$ cat src/rtl/led_seq_pkg.sv
// Shared types and timebase helper for the LED blink sequencer.
package led_seq_pkg;

  typedef enum logic [1:0] {
    MODE_OFF   = 2'd0,
    MODE_SOLID = 2'd1,
    MODE_BLINK = 2'd2,
    MODE_BURST = 2'd3
  } mode_e;

  typedef enum logic [1:0] {
    ST_IDLE  = 2'd0,
    ST_SOLID = 2'd1,
    ST_BLINK = 2'd2,
    ST_BURST = 2'd3
  } state_e;

  function automatic int tick_div(input int clk_hz, input int tick_hz);
    return clk_hz / tick_hz;
  endfunction

endpackage

$ cat src/rtl/tick_prescaler.sv
// Divides clk down to a one-cycle tick every CLK_FREQ_HZ/TICK_HZ cycles; clr restarts the count.
module tick_prescaler
  import led_seq_pkg::*;
#(
  parameter int CLK_FREQ_HZ = 48_000_000,
  parameter int TICK_HZ     = 1_000
) (
  input  logic clk,
  input  logic reset,
  input  logic clr,
  output logic tick
);

  localparam int DIV = tick_div(CLK_FREQ_HZ, TICK_HZ);
  localparam int CW  = (DIV > 1) ? $clog2(DIV) : 1;
  localparam logic [CW-1:0] LAST = CW'(DIV - 1);

  logic [CW-1:0] cnt;

  always_ff @(posedge clk or posedge reset) begin
    if (reset) begin
      cnt <= '0;
    end else if (clr || tick) begin
      cnt <= '0;
    end else begin
      cnt <= cnt + CW'(1);
    end
  end

  assign tick = (cnt == LAST);

endmodule

$ cat src/rtl/led_blink_sequencer.sv
// Command-driven LED sequencer (off / solid / blink / counted burst) with ms-tick timing.
// Optional PWM dimming of the on-phase is enabled by defining LED_SEQ_PWM_EN.
module led_blink_sequencer
  import led_seq_pkg::*;
#(
  parameter int CLK_FREQ_HZ = 48_000_000,
  parameter int TICK_HZ     = 1_000,
  parameter int PWM_BITS    = 4
) (
  input  logic                clk,
  input  logic                reset,
  input  logic                cmd_valid,
  output logic                cmd_ready,
  input  logic [1:0]          cmd_mode,
  input  logic [15:0]         cmd_half,
  input  logic [7:0]          cmd_count,
`ifdef LED_SEQ_PWM_EN
  input  logic [PWM_BITS-1:0] cmd_duty,
`endif
  output logic                busy,
  output logic                done,
  output logic                led
);

  state_e      state_q, state_d;
  logic        on_q, on_d;
  logic [15:0] phase_cnt_q, phase_cnt_d;
  logic [7:0]  pulse_cnt_q, pulse_cnt_d;
  logic        done_q, done_d;
  logic [15:0] half_q;
  logic        accept, tick, phase_last, on_level;

  assign busy      = (state_q == ST_BURST);
  assign cmd_ready = ~busy;
  assign done      = done_q;
  assign accept    = cmd_valid && cmd_ready;

  tick_prescaler #(
    .CLK_FREQ_HZ(CLK_FREQ_HZ),
    .TICK_HZ    (TICK_HZ)
  ) u_tick (
    .clk  (clk),
    .reset(reset),
    .clr  (accept),
    .tick (tick)
  );

  assign phase_last = (phase_cnt_q == half_q - 16'd1);

  always_ff @(posedge clk or posedge reset) begin
    if (reset) begin
      state_q     <= ST_IDLE;
      on_q        <= 1'b0;
      phase_cnt_q <= '0;
      pulse_cnt_q <= '0;
      done_q      <= 1'b0;
    end else begin
      state_q     <= state_d;
      on_q        <= on_d;
      phase_cnt_q <= phase_cnt_d;
      pulse_cnt_q <= pulse_cnt_d;
      done_q      <= done_d;
    end
  end

  // Command fields are pure data; they are only meaningful after an accept.
  always_ff @(posedge clk) begin
    if (accept) begin
      half_q <= (cmd_half == 16'd0) ? 16'd1 : cmd_half;
    end
  end

  // An accepted command always takes priority over any phase end in the same cycle.
  always_comb begin
    state_d     = state_q;
    on_d        = on_q;
    phase_cnt_d = phase_cnt_q;
    pulse_cnt_d = pulse_cnt_q;
    done_d      = 1'b0;
    if (accept) begin
      phase_cnt_d = '0;
      pulse_cnt_d = '0;
      case (mode_e'(cmd_mode))
        MODE_OFF: begin
          state_d = ST_IDLE;
          on_d    = 1'b0;
        end
        MODE_SOLID: begin
          state_d = ST_SOLID;
          on_d    = 1'b1;
        end
        MODE_BLINK: begin
          state_d = ST_BLINK;
          on_d    = 1'b1;
        end
        MODE_BURST: begin
          state_d     = ST_BURST;
          pulse_cnt_d = cmd_count;
          on_d        = (cmd_count != 8'd0);
          done_d      = (cmd_count == 8'd0);
        end
        default: ;
      endcase
    end else begin
      case (state_q)
        ST_BLINK: begin
          if (tick) begin
            if (phase_last) begin
              phase_cnt_d = '0;
              on_d        = ~on_q;
            end else begin
              phase_cnt_d = phase_cnt_q + 16'd1;
            end
          end
        end
        ST_BURST: begin
          if (done_q) begin
            state_d     = ST_IDLE;
            on_d        = 1'b0;
            phase_cnt_d = '0;
          end else if (tick) begin
            if (phase_last) begin
              phase_cnt_d = '0;
              if (on_q) begin
                on_d = 1'b0;
              end else if (pulse_cnt_q == 8'd1) begin
                done_d      = 1'b1;
                pulse_cnt_d = '0;
              end else begin
                pulse_cnt_d = pulse_cnt_q - 8'd1;
                on_d        = 1'b1;
              end
            end else begin
              phase_cnt_d = phase_cnt_q + 16'd1;
            end
          end
        end
        default: ;
      endcase
    end
  end

  assign on_level = (state_q == ST_SOLID) ||
                    (on_q && ((state_q == ST_BLINK) || (state_q == ST_BURST)));

`ifdef LED_SEQ_PWM_EN
  logic [PWM_BITS-1:0] pwm_cnt;
  logic [PWM_BITS-1:0] duty_q;

  always_ff @(posedge clk or posedge reset) begin
    if (reset) begin
      pwm_cnt <= '0;
    end else begin
      pwm_cnt <= pwm_cnt + PWM_BITS'(1);
    end
  end

  always_ff @(posedge clk) begin
    if (accept) begin
      duty_q <= cmd_duty;
    end
  end

  assign led = on_level && (pwm_cnt <= duty_q);
`else
  assign led = on_level;
`endif

endmodule

$ cat config.mk
export PLATFORM = sky130hd
export DESIGN_NAME = led_blink_sequencer
export DESIGN_NICKNAME = d
export VERILOG_FILES = /design/src/rtl/led_seq_pkg.sv /design/src/rtl/tick_prescaler.sv /design/src/rtl/led_blink_sequencer.sv
export SDC_FILE = /design/constraint.sdc
export NUM_CORES = 1
export LEC_CHECK = 0
export ABC_AREA = 1
export BUFFER_PORTS_ARGS = -buffer_cell sky130_fd_sc_hd__buf_4
export CORE_MARGIN = 2
export CORE_UTILIZATION = 60
export CTS_CLUSTER_DIAMETER = 100
export DETAILED_ROUTE_END_ITERATION = 12
export PLACE_DENSITY_LB_ADDON = 0.08
export SKIP_LAST_GASP = 1
export SLEW_MARGIN = 20
export SYNTH_ARGS = -nofsm -noshare
export SYNTH_HDL_FRONTEND = slang
export SYNTH_HIERARCHICAL = 1
export SYNTH_SLANG_ARGS = --single-unit
$ cat constraint.sdc
create_clock -name clk -period 2.92 [get_ports clk]
set_input_delay 0.292 -clock clk [delete_from_list [all_inputs] [get_ports clk]]
set_output_delay 0.292 -clock clk [all_outputs]
set_load 0.02 [all_outputs]
* After elaboration in Yosys (flattened, before gate mapping) *
Index checks and enable logic that the tools add are counted.

storage, ports and cells
  register bits after elaboration = 60
  bits of input ports = 29
  output and inout port bits = 4
  word-level logic and storage cells = 82

operators by class
  $add $sub $neg = 4
  eq/ne operators = 15
  mux-type cells = 36
  bitwise logic cells = 2
  reductions and logical operators = 18

operator list
  operator                 number
  $mux W16                 5
  $mux W8                  8
  $add A16 B1 Y16 const B  2
  $pmux W16 S2             1
  $eq A16 B16 Y1           1
  $eq A16 B16 Y1 const B   1
  $logic_not A16 Y1        1
  $mux W1                  16
  $sub A16 B1 Y16 const B  1
  $reduce_and A5 Y1        2
  $eq A2 B2 Y1 const B     4
  $eq A8 B1 Y1 const B     1
  $logic_not A8 Y1         1
  $ne A4 B1 Y1 const B     2
  $pmux W2 S4              1
  $reduce_bool A2 Y1       4
  $reduce_bool A8 Y1       1
  $sub A8 B1 Y8 const B    1
  $mux W2                  3
  $eq A2 B1 Y1 const B     2
  $ne A2 B1 Y1 const B     2
  $logic_or A1 B1 Y1       3
  $ne A3 B1 Y1 const B     1
  $ne A3 B2 Y1 const B     1
  other kinds (8)          10

* Logic depth before layout (Yosys ltp) *
Gate-level depths: netlist of run 1.

  word-level depth = 8
  depth in mapped cells = 17
  mapped depth without buffers = 16

* Modules after synthesis *
Netlist of run 1, hierarchy kept.

by module, submodules not included
  module               instances  cells each  area an instance (µm²)  sequential area each (µm²)
  led_blink_sequencer  1          403         3123.0                  1181.1
  tick_prescaler       1          124         915.9                   400.4

* Least setup slack after synthesis of run 1 *
No wires, ideal clock.

  kind = reg-to-reg
  start point = register u_tick.cnt[0]
  end point = register phase_cnt_q[15]
  library setup time = 0.117 ns
  arrival = 2.057 ns
  required time = 2.803 ns
  setup slack = 0.745 ns
  cell stages (with the launch flop) = 17
  path buffers = 1
  period minus slack after synthesis = 2.175 ns
  cell sequence = dfrtp_1 ha_1 nand2_1 nor2_1 nor3b_1 buf_2 inv_1 nor2_1 nand3_1 nor2_1 nand4_1 nor2_1 nand2_1 nand2_1 nand2_1 nand3_1 nand2_1

on the way
  word-level cells in the longest chain between the ends = 5

ends and longest elaborated chain
  item                    RTL line                   RTL
  start, declared         tick_prescaler.sv:18       logic [CW-1:0] cnt;
  start signal, assigned  tick_prescaler.sv:26       cnt <= cnt + CW'(1);
  $eq A16 B16 Y1 *        tick_prescaler.sv:30       assign tick = (cnt == LAST);
  net tick                led_blink_sequencer.sv:31  logic accept, tick, phase_last, on_level;
  $mux W16 *              n/a
  $mux W16                n/a
  $pmux W16 S2 *          n/a
  $mux W16 *              n/a
  end signal, assigned    led_blink_sequencer.sv:60  phase_cnt_q <= phase_cnt_d;
  end, declared           led_blink_sequencer.sv:27  logic [15:0] phase_cnt_q, phase_cnt_d;

Mark *: on every way through the listed nets, which the timed path passes. The rest lies on a longest branch.
A chain may end at the register's enable or synchronous reset.

* Final worst setup path of run 1 *
Same ends and word-level chain as after synthesis.

==> results of run 1 <==
cell families after synthesis:
family | share of synthesized area (%)
and+or+nand+nor | 33.1
buffers and inverters | 9.14
DFF | 39.2
AOI/OAI and AO/OA | 8.64
xor gates and xnor gates | 7.16
adders and majority gates | 2.79
cell usage in the layout, fill, tap and decap left out, types with 2 or more instances in the layout:
cell	count
xnor2_1	11
nor3_1	5
nand4_1	10
nand3_1	38
nand3b_1	4
inv_1	60
o22ai_1	13
inv_2	9
or2_2	3
clkbuf_8	11
nand2_4	2
o21ai_1	5
nor3_2	2
nor2_1	67
nor2_2	9
o21bai_1	4
xor2_1	22
ha_1	9
o22ai_2	10
nand2_1	121
o21ai_0	13
clkinv_2	2
nor2_4	6
nor4_1	4
nand3_2	2
nand2_2	9
edfxtp_1	16
buf_4	34
dfrtp_1	44
sequential cells by signal, indices dropped and copies added (netlist names):
signal and flops:
phase_cnt_q 16, done 1, on_q 1, state_q 2
pulse_cnt_q 8, u_tick/cnt 16, half_q 16
power by group through the flow:
stage	Sequential (mW)	Clock, mW	Combinational [mW]
finish	1.04	0.777	0.538
global route	1.05	0.815	0.602
CTS	1.04	0.781	0.535
detailed placement	1.05	0	0.522
global placement	1.05	0	0.508
floorplan	1.03	0	0.419
metrics by stage:
step                std cells  hold slack (ns)  total power [mW]  area [µm²]
floorplan                 527            0.206              1.45        4040
global placement          616            0.400              1.56        4280
detailed placement        616            0.409              1.57        4280
CTS                       632           0.0388              2.35        4480
global route              632           0.0777              2.47        4480
finish                    632           0.0230              2.35        4480
how the worst max path moves through the flow:
stage,startpoint,end,slack [ns],depth (start not counted)
after global placement,u_tick/cnt[0],on_q,0.54,16
after CTS,u_tick/cnt[0],phase_cnt_q[15],0.42,16
after detailed placement,u_tick/cnt[0],phase_cnt_q[15],0.44,16
after global routing,u_tick/cnt[0],phase_cnt_q[15],0.17,16
final,u_tick/cnt[0],phase_cnt_q[15],0.38,16
after floorplan,u_tick/cnt[0],phase_cnt_q[15],0.75,16
worst max-delay path, cell delays in order (launching register included):
cell     delay [ns]
dfrtp_1        0.41
ha_1           0.25
nand2_1        0.07
nor2_1         0.16
nor3b_1        0.20
buf_4          0.18
inv_1          0.06
nor2_1         0.19
nand3_1        0.15
nor2_1         0.15
nand4_1        0.14
nor2_1         0.16
nand2_1        0.07
nand2_1        0.06
nand2_1        0.05
nand3_1        0.07
nand2_1        0.06
cell type report:
| cell class | count | area, µm² |
|---|---|---|
| timing repair buffer | 34 | 255 |
| fill | 522 | 1940 |
| multi-input combinational | 376 | 2090 |
| clock inverter | 4 | 46.3 |
| inverter | 69 | 259 |
| sequential | 60 | 1580 |
| tap | 77 | 96.3 |
| clock buffer | 12 | 155 |
metal layers:
metal  vias to the layer above  part of all wire (%)  global-route usage [%]
li1                       1732                     -                       -
met1                      1620                    43                    30.7
met2                       110                    51                    43.2
met3                        21                   4.5                    3.75
met4                         0                   2.2                    11.8
met5                         -                     0                       0
==> flow_metrics.tcl, run 1 <==
set metrics [dict create \
    status "completed" \
    synth_ff_type "dfrtp_1" \
    drc 0 \
    swShare_pct 31.5 \
    die_x_um 86.0 \
    synth.distinct_cells 39 \
    wl_um 8780 \
    rr_worst_depth 16 \
    grt_pass1_wl_um 14500 \
    r2r_end "phase_cnt_q[15]" \
    clkPwrFrac_pct 33.0 \
    ir_worst_vdd_v 0.000481 \
    critPathRequiredTime_ns 3.15 \
    clkLatencyLatePin_ns 0.35 \
    core_area_um2 6420 \
    pwr_density_cell_nw_per_um2 525 \
    period_minus_slack_ns 2.54 \
    cap_violations 0 \
    p_leak_nw 2.00 \
    gr-total-overflow 0 \
    critPathLaunchType "flop" \
    p_switching_mw 0.741 \
    die_h_um 86.0 \
    hpwl_um 6260 \
    synthToLayoutAreaGrowth_pct 11.0 \
    postCtsSetupBuffers 0 \
    setup_violations 0 \
    grt_max_degree 29 \
    fp-row-count 29 \
    grtUsageTotal_pct 25.1 \
    cts_tree "yes" \
    grt_pass1_vias 3291 \
    antenna_found_initial 0 \
    rsz0062_at_grt "false" \
    pwr-share-comb_pct 22.9 \
    initial_core_util_pct 62.9 \
    fin_crit_sh_pct 86.9 \
    criticalPathCategory "flop to flop" \
    drtIter0Drc 227 \
    synth-seq-area-share_pct 39.2 \
    clk_path_buf_depth 2 \
    drive_gt1_share_pct 18.4 \
    synth_edf_count 16 \
    synth_area_per_cell_um2 7.66 \
    syn_inst 527 \
    synth.most_common_cell "nand2_1" \
    hold_class "input pin to asynchronous set/reset pin" \
    fin_ws_ns 0.383 \
    final_util_pct 69.8 \
    clock-sinks 60 \
    setup_tns_ns 0 \
    hold_violations 0 \
    yosysWarnings 6 \
    synth_nets 565 \
    p_int_mw 1.61 \
    worst_pin_slew_ns 0.700 \
    finalClockSkew_ns 0.00796 \
    place_ws_ns 0.442 \
    routed_via_density 5.51 \
    clk_pin_slew_ns 0.07 \
    async_flop_share_pct 73.3 \
    ys_seq_elements 60 \
    io_pins 33 \
    cp-end-kind "flop" \
    diodes 0 \
    dr_total_vias 3483 \
    fp.dieArea_um2 7400 \
    relSlewSlack_pct 53.3 \
    synth_common_cells "nand2_1, nor2_1, inv_1" \
    syn_area_um2 4040 \
    antenna_left 0 \
    cts_buffers 9 \
    max_freq_mhz 394 \
    cts_hold_buf 0 \
    first_pass_iters 5 \
    finalNetCount 588 \
    yosys-top-cells-area "dfrtp_1, edfxtp_1, nand2_1" \
    r2r_start "u_tick/cnt[0]" \
    cts_htree_levels 3 \
    arrival_ns 2.77 \
    rrSetupSlack_ns 0.38 \
    cts.root.buffer_cell "clkbuf_8" \
    netlist.area_leader.share_pct 27.3 \
    worstPathMaxFanout 7 \
    slew_violations 0 \
    yosysTopAreaCell "dfrtp_1" \
    avgRoutedWirePerCell_um 13.9 \
    power_frac_seq_pct 44.1 \
    gp_congestion 0.890 \
    cts_resized 0 \
    port_buffers 32 \
]
Note: power is estimated with default switching activity, not from simulation.
==> inputs of run 2 (changes only) <==
==> constraint.sdc (replaced) <==
create_clock -name clk -period 2.92 [get_ports clk]
set_input_delay 0.438 -clock clk [delete_from_list [all_inputs] [get_ports clk]]
set_output_delay 0.438 -clock clk [all_outputs]
set_load 0.005 [all_outputs]
==> flow_metrics.tcl, run 2 (synthesis gave the netlist of run 1 again) <==
set metrics [dict create \
    clk_path_buf_depth 2 \
    rrSetupSlack_ns 0.40 \
    relSlewSlack_pct 53.3 \
    hold_violations 0 \
    p_leak_nw 2.01 \
    grt_pass1_wl_um 14400 \
    criticalPathCategory "flop to flop" \
    hpwl_um 6300 \
    fp-row-count 29 \
    power_frac_seq_pct 44.3 \
    r2r_end "phase_cnt_q[15]" \
    grtUsageTotal_pct 24.8 \
    cap_violations 0 \
    slew_violations 0 \
    rr_worst_depth 16 \
    gp_congestion 0.883 \
    cts_resized 0 \
    rsz0062_at_grt "false" \
    drive_gt1_share_pct 18.5 \
    crit_top_cell "nand2_1" \
    multi_input_area_um2 2090 \
    clock-sinks 60 \
    antenna_found_initial 0 \
    finalNetCount 589 \
    gr-total-overflow 0 \
    drtIter0Drc 242 \
    first_pass_iters 5 \
    final_util_pct 70.1 \
    clkPwrFrac_pct 33.3 \
    final_cell_mix "nand2_1, nor2_1, inv_1, dfrtp_1, nand3_1" \
    initial_core_util_pct 62.9 \
    drc 0 \
    diodes 0 \
    ir_worst_vdd_v 0.000432 \
    seq_area_um2 1580 \
    crit_buf_inv 2 \
    finalClockSkew_ns 0.00874 \
    antenna_left 0 \
    clk_pin_slew_ns 0.07 \
    arrival_ns 2.76 \
    grt_pass1_vias 3288 \
    max_freq_mhz 397 \
    period_minus_slack_ns 2.52 \
    pwr_density_cell_nw_per_um2 521 \
    wl_um 8550 \
    critPathLaunchType "flop" \
    critPathRequiredTime_ns 3.16 \
    critPathSlowestCell "dfrtp_1" \
    fin_area_um2 4500 \
    postCtsSetupBuffers 0 \
    p_switching_mw 0.720 \
    cts_tree "yes" \
    slowest_delay_ns 0.41 \
    clkLatencyLatePin_ns 0.34 \
    p_int_mw 1.63 \
    cts_htree_levels 3 \
    r2r_start "u_tick/cnt[0]" \
    nFillCells 521 \
    io_pins 33 \
    cts.root.buffer_cell "clkbuf_8" \
    fin_crit_sh_pct 86.3 \
    die_h_um 86.0 \
    status "completed" \
    cp-end-kind "flop" \
    postPlaceCellArea_um2 4290 \
    cts_hold_buf 0 \
    setup_tns_ns 0 \
    die_x_um 86.0 \
    cts_buffers 9 \
    worstPathMaxFanout 7 \
    critPathLaunch "u_tick/cnt[0]" \
    final_common_cell "nand2_1" \
    synthToLayoutAreaGrowth_pct 11.5 \
    fp.dieArea_um2 7400 \
    avgRoutedWirePerCell_um 13.5 \
    cp_top_family "simple AND/OR/NAND/NOR gates" \
    crit_path_cell_trace "ha_1 > nand2_1 > nor2_1 > nor3b_1 > buf_4 > inv_1 > nor2_1 > nand3_1 > nor2_1 > nand4_1 > nor2_1 > nand2_1 > nand2_1 > nand2_1 > nand3_1 > nand2_1" \
    hold_slack_ns 0.168 \
    hold_class "input pin to asynchronous set/reset pin" \
    dr_total_vias 3504 \
    setup_violations 0 \
    port_buffers 32 \
    pwr-share-comb_pct 22.3 \
    worst_pin_slew_ns 0.700 \
    grt_max_degree 29 \
    core_area_um2 6420 \
    swShare_pct 30.7 \
    routed_via_density 5.54 \
    top_regs "half_q (16), phase_cnt_q (16), u_tick/cnt (16)" \
]
## run 2: cell count changes in the layout (fill, tap and decap cells not counted)
cell / before / now
clkbuf_8: 11 / 13
buf_4: 34 / 35
bufinv_16: 1 / 0
clkbuf_1: 1 / 0
clkbuf_16: 0 / 1
clkinv_2: 2 / 1
inv_1: 60 / 61
inv_2: 9 / 8
## run 2: area by class of cell
class	instances	area share, %
Sequential cell	60	35.1
Timing Repair Buffer	35	5.83
Inverter	69	5.75
Tap cell	77	2.14
Clock inverter	2	0.250
Clock buffer	14	4.53
Multi-Input combinational cell	376	46.4
## run 2: worst min-delay path, stage by stage
cell and delay, ns:
buf_4 0.11, inv_1 0.04, buf_4 0.33
## run 2: power by group through the flow
stage / clock (mW) / combinational (mW) / sequential [mW]
after floorplan: 0 / 0.412 / 1.03
after global placement: 0 / 0.502 / 1.05
after detailed placement: 0 / 0.516 / 1.05
after CTS: 0.789 / 0.522 / 1.04
after global routing: 0.829 / 0.595 / 1.05
final: 0.782 / 0.524 / 1.04
## run 2: worst max path at each step
| stage | endpoint | depth (start not counted) |
|---|---|---|
| global placement | on_q | 16 |
| global route | phase_cnt_q[15] | 16 |
| CTS | phase_cnt_q[15] | 16 |
| finish | phase_cnt_q[15] | 16 |
| floorplan | phase_cnt_q[15] | 16 |
| detailed placement | phase_cnt_q[15] | 16 |
## run 2: metrics by stage
stage               worst slack [ns]  std cells  power, mW
floorplan                      0.745        527       1.44
global placement               0.546        617       1.55
detailed placement             0.409        617       1.57
CTS                            0.391        633       2.35
global route                 0.00646        633       2.48
finish                         0.399        633       2.35
## run 2: per-layer routing
layer  vias to the layer above  GRT usage [%]  wire [µm]
met5                         -              0          0
met3                        23           6.16        315
met1                      1661           30.4       3730
li1                       1736              -          -
met2                        84           42.1       4320
met4                         0           8.95        193
==> inputs of run 3 (changes only) <==
ABC_AREA = 0   (was 1)
==> flow_metrics.tcl, run 3 <==
set metrics [dict create \
    gr-total-overflow 0 \
    synth-simple-area-share_pct 26.9 \
    synth_edf_count 16 \
    setup_violations 24 \
    slew_violations 0 \
    dp_cells 535 \
    hpwl_um 6570 \
    hold_violations 0 \
    synth-seq-area-share_pct 41.1 \
    rrSetupSlack_ns -0.22 \
    clock-sinks 60 \
    drc 0 \
    synthToLayoutAreaGrowth_pct 26.4 \
    synth.most_common_cell "dfrtp_1" \
    routed_via_density 6.10 \
    critPathRequiredTime_ns 3.15 \
    fin_ws_ns -0.221 \
    die_h_um 84.1 \
    synth_mux_area_share_pct 1.66 \
    synth_area_per_cell_um2 9.42 \
    ys_seq_elements 60 \
    synth_common_cells "dfrtp_1, nor2_1, nand2_1" \
    clk_path_buf_depth 2 \
    r2r_start "half_q[1]" \
    first_pass_iters 5 \
    top_regs "half_q (16), phase_cnt_q (16), u_tick/cnt (16)" \
    violations "negative setup slack" \
    drtIter0Drc 227 \
    initial_core_util_pct 61.3 \
    hold_class "input pin to asynchronous set/reset pin" \
    grt_pass1_wl_um 15600 \
    synth_ff_type "dfrtp_1" \
    relSlewSlack_pct 55.9 \
    syn_inst 408 \
    cap_violations 0 \
    cts_tree "yes" \
    antenna_left 0 \
    dr_total_vias 3429 \
    place_ws_ns -0.189 \
    fp.dieArea_um2 7060 \
    criticalPathCategory "flop to flop" \
    arrival_ns 3.37 \
    core_area_um2 6280 \
    postPlaceCellArea_um2 4430 \
    fin_crit_sh_pct 108 \
    yosys-top-cells-area "dfrtp_1, edfxtp_1, xnor2_1" \
    setup_tns_ns -3.74 \
    cts_htree_levels 3 \
    cts_buffers 9 \
    synth-xor-area-share_pct 7.06 \
    io_pins 33 \
    critPathLaunch "half_q[1]" \
    synth_top_family_by_area "simple AND/OR/NAND/NOR gates" \
    p_leak_nw 2.20 \
    synth_nets 446 \
    synth_compound_area_share_pct 14.4 \
    fp-row-count 29 \
    fin_area_um2 4860 \
    final_common_cell "buf_4" \
    cp-end-kind "flop" \
    finalNetCount 518 \
    grt_pass1_vias 3323 \
    clkLatencyLatePin_ns 0.35 \
    clk_pin_slew_ns 0.08 \
    antenna_found_initial 0 \
    yosysWarnings 6 \
    yosys.area_share.adder_pct 2.93 \
    worst_pin_slew_ns 0.661 \
    max_freq_mhz 318 \
    critPathLaunchType "flop" \
    wl_um 9480 \
    ir_worst_vdd_v 0.000509 \
    fin_cells 562 \
    grt_max_degree 29 \
    worstPathMaxFanout 6 \
    grtUsageTotal_pct 27.7 \
    synth.distinct_cells 73 \
    drive_gt1_share_pct 31.1 \
    rsz0062_at_grt "true" \
    final_util_pct 77.4 \
    p_total_mw 3.29 \
    final_cell_mix "buf_4, dfrtp_1, nor2_1, nand2_1, xnor2_1" \
    syn_area_um2 3840 \
    avgRoutedWirePerCell_um 16.9 \
    port_buffers 32 \
    finalClockSkew_ns 0.0125 \
    die_x_um 84.1 \
    yosysTopAreaCell "dfrtp_1" \
    pwr_density_cell_nw_per_um2 678 \
    async_flop_share_pct 73.3 \
    period_minus_slack_ns 3.14 \
    status "finished, violations left" \
    hold_slack_ns 0.165 \
    netlist.area_leader.share_pct 28.6 \
    gp_congestion 0.949 \
    cts.root.buffer_cell "clkbuf_8" \
    diodes 0 \
]
run 3: cell types whose count changed after synthesis, sizes merged, moves of 10 or more:
cell | before | now
a21o | 0 | 12
a21oi | 1 | 12
and3 | 0 | 15
inv | 69 | 18
nand2 | 132 | 22
nand3 | 41 | 19
nor2 | 82 | 40
nor3 | 7 | 21
nor3b | 1 | 11
nor4 | 4 | 14
o22ai | 23 | 0
xor2 | 22 | 11
run 3: logic make-up after synthesis:
family | after synthesis
xor+xnor | 31
flops | 60
mux | 6
simple gates | 179
buf+inv | 47
fa+ha+maj | 9
compound gates | 76
run 3: timing repair:
item                                    4_1_cts  5_1_grt
hold buffers                                  0        0
endpoints found under the setup margin       23       25
gates cloned                                  3        0
gates resized for setup                      14        8
setup buffers                                 7        1
pin swaps                                     8        6
run 3: per-layer routing:
metal  global-route usage [%]  up-vias  part of all wire, %
met1                     35.1     1666                   41
met2                     47.0      113                   52
met4                     11.0        0                  2.0
met5                        0        -                    0
li1                         -     1631                    -
met3                     4.65       19                  4.3
run 3: cell type report:
cell class                      count  area [µm²]
Tap cell                           77        96.3
Fill cell                         427        1420
Clock buffer                        9         124
Timing Repair Buffer               89         748
Multi-Input combinational cell    302        2170
Clock inverter                      7        75.1
Sequential cell                    60        1580
Inverter                           18        67.6
run 3: worst paths after layout:
check                                       to  depth (start not counted)
worst max-delay path            pulse_cnt_q[1]                         10
worst min-delay path            pulse_cnt_q[4]                          3
worst max register to register  pulse_cnt_q[1]                         10
worst min register to register   u_tick/cnt[6]                          2
max in group asynchronous        u_tick/cnt[7]                          2
min in group clk                     half_q[8]                          1
run 3: critical path, cell delays in order (launching register included):
cell and delay [ns]:
edfxtp_1 0.46, inv_1 0.09, ha_2 0.19, or3b_4 0.39, nor3_2 0.13, xnor2_1 0.14, nand4_1 0.14, or4_4 0.58
or4_4 0.58, mux2i_1 0.15, a22o_1 0.18
run 3: where the power goes:
group | internal, mW | switching (mW)
Clock | 0.398 | 0.365
Combinational | 0.688 | 0.699
Sequential | 1.01 | 0.139
